<file path="src/rtl/apb_initiator_pkg.sv">
// Shared types and constants for the APB initiator: FSM state encoding,
// default ACCESS-phase timeout and a counter-width helper.
package apb_initiator_pkg;

   typedef enum logic [1:0] {
      ST_IDLE   = 2'd0,
      ST_SETUP  = 2'd1,
      ST_ACCESS = 2'd2
   } apb_state_e;

   localparam int DEFAULT_TIMEOUT_CYCLES = 255;

   // The timeout counter only has to reach max_count-1, so $clog2 is enough.
   function automatic int cnt_width(input int max_count);
      return (max_count < 2) ? 1 : $clog2(max_count);
   endfunction

endpackage

</file>
<file path="src/rtl/apb_initiator_if.sv">
// APB bus bundle between the initiator (master modport) and a completer
// (slave modport). Signal names keep the initiator-side direction suffixes.
interface apb_initiator_if #(
   parameter int ADDR_WIDTH = 32,
   parameter int DATA_WIDTH = 32
);

   logic [ADDR_WIDTH-1:0] paddr_o;
   logic [DATA_WIDTH-1:0] pwdata_o;
   logic                  pwrite_o;
   logic                  psel_o;
   logic                  penable_o;
   logic [DATA_WIDTH-1:0] prdata_i;
   logic                  pready_i;
   logic                  pslverr_i;

   modport master (
      output paddr_o, pwdata_o, pwrite_o, psel_o, penable_o,
      input  prdata_i, pready_i, pslverr_i
   );

   modport slave (
      input  paddr_o, pwdata_o, pwrite_o, psel_o, penable_o,
      output prdata_i, pready_i, pslverr_i
   );

endinterface

</file>
<file path="src/rtl/apb_timeout_cnt.sv">
// ACCESS-phase wait counter, only instantiated when APB_INITIATOR_TIMEOUT_EN
// is defined. expired_o flags the terminal-count cycle.
module apb_timeout_cnt
   import apb_initiator_pkg::*;
#(
   parameter int TIMEOUT_CYCLES = DEFAULT_TIMEOUT_CYCLES
) (
   input  logic clk_i,
   input  logic rst_i,
   input  logic clr_i,
   input  logic inc_i,
   output logic expired_o
);

   localparam int CNT_W = cnt_width(TIMEOUT_CYCLES);

   logic [CNT_W-1:0] cnt;

   always_ff @(posedge clk_i) begin
      if (rst_i || clr_i) begin
         cnt <= '0;
      end else if (inc_i) begin
         cnt <= cnt + 1'b1;
      end
   end

   // Terminal count: the TIMEOUT_CYCLES-th ACCESS cycle without pready.
   assign expired_o = (cnt == CNT_W'(TIMEOUT_CYCLES - 1));

endmodule

</file>
<file path="src/rtl/apb_initiator.sv">
// Single-outstanding APB initiator bridging a req/gnt core port to APB.
// Optional ACCESS timeout enabled by defining APB_INITIATOR_TIMEOUT_EN.
module apb_initiator
   import apb_initiator_pkg::*;
#(
   parameter int APB_ADDR_WIDTH = 32,
   parameter int APB_DATA_WIDTH = 32,
   parameter int TIMEOUT_CYCLES = DEFAULT_TIMEOUT_CYCLES
) (
   input  logic                      clk_i,
   input  logic                      rst_i,
   // Core side: a request transfers on a cycle where req_i && gnt_o; req_i
   // may be held and its payload is only sampled in that cycle. The response
   // is a one-cycle rvalid_o pulse with no back-pressure; rdata_o/err_o hold.
   input  logic                      req_i,
   input  logic                      we_i,
   input  logic [APB_ADDR_WIDTH-1:0] addr_i,
   input  logic [APB_DATA_WIDTH-1:0] wdata_i,
   output logic                      gnt_o,
   output logic                      rvalid_o,
   output logic [APB_DATA_WIDTH-1:0] rdata_o,
   output logic                      err_o,
   apb_initiator_if.master           apb,
   output apb_state_e                state_dbg
);

   apb_state_e state;
   apb_state_e state_next;

   logic                      psel_q;
   logic                      penable_q;
   logic [APB_ADDR_WIDTH-1:0] paddr_q;
   logic [APB_DATA_WIDTH-1:0] pwdata_q;
   logic                      pwrite_q;
   logic                      rvalid_q;
   logic [APB_DATA_WIDTH-1:0] rdata_q;
   logic                      err_q;
   logic                      timeout;

`ifdef APB_INITIATOR_TIMEOUT_EN
   logic expired;

   // Cleared during SETUP so the count starts at zero on ACCESS entry.
   apb_timeout_cnt #(
      .TIMEOUT_CYCLES (TIMEOUT_CYCLES)
   ) u_timeout_cnt (
      .clk_i     (clk_i),
      .rst_i     (rst_i),
      .clr_i     (state == ST_SETUP),
      .inc_i     ((state == ST_ACCESS) && !apb.pready_i),
      .expired_o (expired)
   );

   // pready in the terminal-count cycle wins over the timeout.
   assign timeout = expired && !apb.pready_i;
`else
   assign timeout = 1'b0;
`endif

   always_ff @(posedge clk_i) begin
      if (rst_i) begin
         state <= ST_IDLE;
      end else begin
         state <= state_next;
      end
   end

   always_comb begin
      state_next = state;
      case (state)
         ST_IDLE: begin
            if (req_i) begin
               state_next = ST_SETUP;
            end
         end
         ST_SETUP: begin
            state_next = ST_ACCESS;
         end
         ST_ACCESS: begin
            if (apb.pready_i || timeout) begin
               state_next = ST_IDLE;
            end
         end
         default: begin
            state_next = ST_IDLE;
         end
      endcase
   end

   assign gnt_o = req_i && (state == ST_IDLE);

   // Bus controls are registered from the next state so they switch on the
   // same edge as the FSM without a decode path to the pins.
   always_ff @(posedge clk_i) begin
      if (rst_i) begin
         psel_q    <= 1'b0;
         penable_q <= 1'b0;
         paddr_q   <= '0;
         pwdata_q  <= '0;
         pwrite_q  <= 1'b0;
      end else begin
         psel_q    <= (state_next != ST_IDLE);
         penable_q <= (state_next == ST_ACCESS);
         if (gnt_o) begin
            paddr_q  <= addr_i;
            pwdata_q <= wdata_i;
            pwrite_q <= we_i;
         end
      end
   end

   always_ff @(posedge clk_i) begin
      if (rst_i) begin
         rvalid_q <= 1'b0;
         rdata_q  <= '0;
         err_q    <= 1'b0;
      end else begin
         rvalid_q <= 1'b0;
         if (state == ST_ACCESS) begin
            if (apb.pready_i) begin
               rvalid_q <= 1'b1;
               err_q    <= apb.pslverr_i;
               rdata_q  <= pwrite_q ? '0 : apb.prdata_i;
            end else if (timeout) begin
               rvalid_q <= 1'b1;
               err_q    <= 1'b1;
               rdata_q  <= '0;
            end
         end
      end
   end

   assign apb.paddr_o   = paddr_q;
   assign apb.pwdata_o  = pwdata_q;
   assign apb.pwrite_o  = pwrite_q;
   assign apb.psel_o    = psel_q;
   assign apb.penable_o = penable_q;

   assign rvalid_o  = rvalid_q;
   assign rdata_o   = rdata_q;
   assign err_o     = err_q;
   assign state_dbg = state;

endmodule

</file>
<file path="src/flat_wrapper.sv">
// flat-port wrapper written by rule: the top's interface ports become plain ports
module apb_initiator_flat import apb_initiator_pkg::*;
#(
   parameter int APB_ADDR_WIDTH = 32,
   parameter int APB_DATA_WIDTH = 32,
   parameter int TIMEOUT_CYCLES = DEFAULT_TIMEOUT_CYCLES
)
  (clk_i, rst_i, req_i, we_i, addr_i, wdata_i, gnt_o, rvalid_o, rdata_o, err_o, state_dbg, apb_paddr_o, apb_pwdata_o, apb_pwrite_o, apb_psel_o, apb_penable_o, apb_prdata_i, apb_pready_i, apb_pslverr_i);
  apb_initiator_if #(.ADDR_WIDTH((32)), .DATA_WIDTH((32))) apb_i ();
  input  logic clk_i;
  input  logic rst_i;
  input  logic req_i;
  input  logic we_i;
  input  logic [APB_ADDR_WIDTH-1:0] addr_i;
  input  logic [APB_DATA_WIDTH-1:0] wdata_i;
  output logic gnt_o;
  output logic rvalid_o;
  output logic [APB_DATA_WIDTH-1:0] rdata_o;
  output logic err_o;
  output apb_state_e state_dbg;
  output wire logic [$bits(apb_i.paddr_o)-1:0] apb_paddr_o;
  output wire logic [$bits(apb_i.pwdata_o)-1:0] apb_pwdata_o;
  output wire logic [$bits(apb_i.pwrite_o)-1:0] apb_pwrite_o;
  output wire logic [$bits(apb_i.psel_o)-1:0] apb_psel_o;
  output wire logic [$bits(apb_i.penable_o)-1:0] apb_penable_o;
  input wire logic [$bits(apb_i.prdata_i)-1:0] apb_prdata_i;
  input wire logic [$bits(apb_i.pready_i)-1:0] apb_pready_i;
  input wire logic [$bits(apb_i.pslverr_i)-1:0] apb_pslverr_i;
  assign apb_paddr_o = apb_i.paddr_o;
  assign apb_pwdata_o = apb_i.pwdata_o;
  assign apb_pwrite_o = apb_i.pwrite_o;
  assign apb_psel_o = apb_i.psel_o;
  assign apb_penable_o = apb_i.penable_o;
  assign apb_i.prdata_i = apb_prdata_i;
  assign apb_i.pready_i = apb_pready_i;
  assign apb_i.pslverr_i = apb_pslverr_i;
  apb_initiator #(.APB_ADDR_WIDTH(APB_ADDR_WIDTH), .APB_DATA_WIDTH(APB_DATA_WIDTH), .TIMEOUT_CYCLES(TIMEOUT_CYCLES)) u_core (.clk_i(clk_i), .rst_i(rst_i), .req_i(req_i), .we_i(we_i), .addr_i(addr_i), .wdata_i(wdata_i), .gnt_o(gnt_o), .rvalid_o(rvalid_o), .rdata_o(rdata_o), .err_o(err_o), .apb(apb_i), .state_dbg(state_dbg));
endmodule
</file>
<file path="config.mk">
export PLATFORM = sky130hd
export DESIGN_NAME = apb_initiator_flat
export DESIGN_NICKNAME = d
export VERILOG_FILES = /design/src/rtl/apb_initiator_pkg.sv /design/src/rtl/apb_initiator_if.sv /design/src/rtl/apb_timeout_cnt.sv /design/src/rtl/apb_initiator.sv /design/src/flat_wrapper.sv
export SDC_FILE = /design/constraint.sdc
export NUM_CORES = 1
export LEC_CHECK = 0
export BUFFER_PORTS_ARGS = -buffer_cell sky130_fd_sc_hd__buf_4
export CAP_MARGIN = 20
export CORE_ASPECT_RATIO = 0.8
export CORE_MARGIN = 2
export CORE_UTILIZATION = 47
export DETAILED_ROUTE_END_ITERATION = 16
export PLACE_DENSITY = 0.82
export SLEW_MARGIN = 20
export SYNTH_ARGS = -nofsm -noshare
export SYNTH_HDL_FRONTEND = slang
export SYNTH_HIERARCHICAL = 1
export SYNTH_SLANG_ARGS = --single-unit
export TNS_END_PERCENT = 30
</file>
<file path="constraint.sdc">
create_clock -name clk_i -period 1.6 [get_ports clk_i]
set_input_delay 0.32 -clock clk_i [delete_from_list [all_inputs] [get_ports clk_i]]
set_output_delay 0.32 -clock clk_i [all_outputs]
set_load 0.02 [all_outputs]
</file>
==> summary.md <==
| Metric | Value |
|---|---|
| Outcome | finished clean |
| Overall power | 6.058 mW |
| Via density | 4.737 |
| Final GP Congestion | 0.7441 |
| Final WL | 10.93 mm |
| Hold EP | u_core/apb.paddr_o[21]$_SDFFE_PP0P_ |
| Fin nets | 740 |
| Reg2reg path depth | 5 |
| Reg2reg start | u_core/state_dbg[1]$_SDFF_PP0_ |
| Vias in the first global route | 3,623 |
| Antenna Nets Post-Route | 0 |
| Switching portion of total power | 25.10% |
| LEAKAGE | 2.924 nW |
| DRT iter0 DRCs | 124 |
| Drt wl/cell | 14.05 um |
| Later-pin clock latency in the skew report | 0.33 ns |
| RSZ-0062 raised after global routing | true |
| Post-synth EDFFs | 0 |
| Clk slew on worst S/H paths | 0.07 ns |
| Critical path arrival | 1.27 ns |
| Synth cell types | 17 |
| GRT overflow | 0 |
| Synth top area cells | dfxtp_1, nand2b_1, mux2i_1 |
| Largest net degree at the start of global routing | 60 |
| Reg power frac | 46.0% |
| CP endpoint kind | primary output |
| GR Util met3 | 6.935% |
| Setup Skew | 0.004681 ns |
| Hold Crit Start | addr_i[21] |
| Top Ports | 206 |
| CP max FO | 4 |
| First-pass DRT Iterations | 4 |
| Combinational share of power | 19.1% |
| H-tree depth | 3 |
| Mapped Avg Cell Area | 10.50 um^2 |
| Final Non-Filler Cells | 778 |
| Die footprint | 10,710 um^2 |
| Hold path depth | 3 |
| Cells after DPL | 759 |
| Post-synthesis mux area share | 21.09% |
| Starting Density | 48.20% |
| GRT met1 Usage | 23.44% |
| Mapped cell area | 4651 um^2 |
| Top-count cell post-synth | nand2b_1 |
| Final design utilization | 68.54% |
| Fin. Hold Viols | 0 |
| Die Ht | 92.97 um |
| R2r setup slk | 0.08 ns |
| Die Wd | 115.2 um |
| Slew Limit Fails | 0 |
| F_max | 0.6286 GHz |
| Max-slew headroom | 77.05% |
| NetSw | 1.520 mW |
| # DRC | 0 |
| # fillers | 756 |
| Seq/Total Area, Yosys | 44.34% |
| Core area | 9649 um^2 |
| Syn nets | 545 |
| Most instantiated cells after synthesis | nand2b_1, dfxtp_1, mux2i_1 |
| Post-Synth Adder-Cell Area | 0% |
| CP startpoint kind | flop |
| Storage element area | 2067 um^2 |
| Worst reg2reg path endpoint | u_core/apb.pwdata_o[15]$_SDFFE_PP0P_ |
| Max cap viols | 0 |
| Final setup fails | 0 |
| CTS tree | done |
| Layer with the highest usage | met2 |
| VDD IR max | 0.6425 mV |
| Minimum clock period | 1.591 ns |
| Row Count | 32 |
| Total CTS buffers | 9 |
| Share of layout cells above drive strength 1 | 40.65% |
| M2 GR Usage | 34.22% |
| Port bufs | 205 |
| P&R area growth vs syn | 42.21% |
| Diode count | 0 |
| Area occupied by multi-input gates | 2350 um^2 |
| Gate Count Post-Synth | 443 |
| Root Buffer | clkbuf_16 |
| Total clock sinks | 103 |
| Period utilization | 99.43% |
| Int Power | 4.538 mW |
| WS Path Type | flop to primary output |
| Power Dens Cells | 915.9 nW/um^2 |
| Simple-gate share of the synthesized area | 29.06% |
| Total GRT Usage | 19.97% |
| CP Data Required Time | 1.28 ns |
| Setup_tns | 0 ns |
| Total number of vias | 3,685 |
| Slew @ Worst Pin | 0.3437 ns |
| Largest family of logic cells by synthesized area | simple AND/OR/NAND/NOR gates |
| Antenna violations before repair | 0 |
| Largest area contributor in the netlist | dfxtp_1 |
| Clock power share | 34.9% |
| #FFs+latches synth | 103 |
| Clock tree buffer depth | 2 |
| FFs w/ async S/R, synth | 0% |
| Hold/Removal Path Class | input pin to flop |
| Warnings from Yosys | 6 |
| Post-CTS Hold Fix Bufs | 0 |
| First-pass GRT wire length | 17.15 mm |
| Hpwl dp | 8.055 mm |
| Hold WS | 0.2514 ns |
| Synth Area in Compound Gates | 0.3497% |
| XOR/XNOR share of the synthesized area | 0% |
| Main synth FF type | dfxtp_1 |
| Share of the synthesized area in the top cell type | 44.34% |
power groups by stage:
| stage | registers (mW) | logic [mW] | clock network, mW |
|---|---|---|---|
| after floorplan | 3.01 | 0.487 | 0 |
| after CTS | 2.79 | 1.15 | 2.18 |
| after global routing | 2.80 | 1.24 | 2.28 |
| after detailed placement | 2.85 | 1.15 | 0 |
| final | 2.79 | 1.16 | 2.11 |
| after global placement | 2.84 | 1.12 | 0 |
cells by family after synthesis:
family | Yosys count
AND/OR/NAND/NOR | 202
multiplexers | 98
AO/OA/AOI/OAI | 3
flip-flops | 103
buffers and inverters | 37
sequential cells by signal (all words and copies together) (netlist names):
signal,cells
u_core/apb.paddr_o,32
u_core/apb.pwdata_o,32
u_core/rdata_o,32
u_core/state_dbg,2
u_core/apb.penable_o,1
u_core/apb.psel_o,1
u_core/apb.pwrite_o,1
u_core/err_o,1
u_core/rvalid_o,1
how the worst max path moves through the flow:
stage | start | depth (start not counted) | slack, ns | to
after detailed placement | req_i | 5 | 0.14 | u_core/apb.pwdata_o[15]$_SDFFE_PP0P_
after floorplan | u_core/state_dbg[1]$_SDFF_PP0_ | 3 | 0.17 | gnt_o
after global placement | req_i | 5 | 0.19 | u_core/apb.pwdata_o[6]$_SDFFE_PP0P_
after global routing | u_core/state_dbg[1]$_SDFF_PP0_ | 3 | -0.03 | gnt_o
after CTS | u_core/state_dbg[1]$_SDFF_PP0_ | 3 | 0.005 | gnt_o
final | u_core/state_dbg[1]$_SDFF_PP0_ | 3 | 0.009 | gnt_o
through the flow:
stage	instance area, um^2	setup slack, ns
floorplan	4651	0.1733
global placement	6284	0.1890
detailed placement	6284	0.1362
CTS	6585	0.004950
global route	6614	-0.02818
finish	6614	0.009198
layout by cell type (no fill, tap or decap):
cell type and instances:
nor2_1 1, buf_6 1, dfxtp_1 101, dfxtp_4 1
clkinvlp_4 1, clkinv_2 2, or3b_2 23, buf_4 213
clkinv_4 1, clkbuf_16 9, or3b_1 10, and3b_2 1
dfxtp_2 1, a21oi_1 2, clkbuf_1 2, bufinv_16 1
buf_12 5, mux2i_1 98, nor2b_1 1, a31oi_1 1
buf_16 1, nand2b_1 165, or3b_4 1
repair_timing:
item	CTS	global route
cloned	0	0
setup buffers	2	2
gates resized for setup	3	3
pin swaps	1	1
setup endpoints to repair	1	1
worst max-delay path, stage by stage, from the launching register on:
cell	delay (ns)
dfxtp_4	0.35
or3b_4	0.42
clkinv_4	0.06
buf_6	0.11
area by class of cell:
cell class | count | area share, %
inverters | 1 | 0.1324
well taps | 136 | 2.573
multi-input cells | 303 | 35.53
repair buffers | 220 | 26.28
clock buffers | 11 | 3.519
flip-flops and latches | 103 | 31.25
clock inverters | 4 | 0.7189
per-layer routing:
layer  share of wire [%]  up-vias  wire length (um)
li1                    -     1838                 -
met1                  42     1718              4623
met2                  49      114              5326
met3                 7.4       15               808
met4                 1.6        0               174
met5                   0        -                 0
No activity file was read; power rests on OpenSTA's default activity.
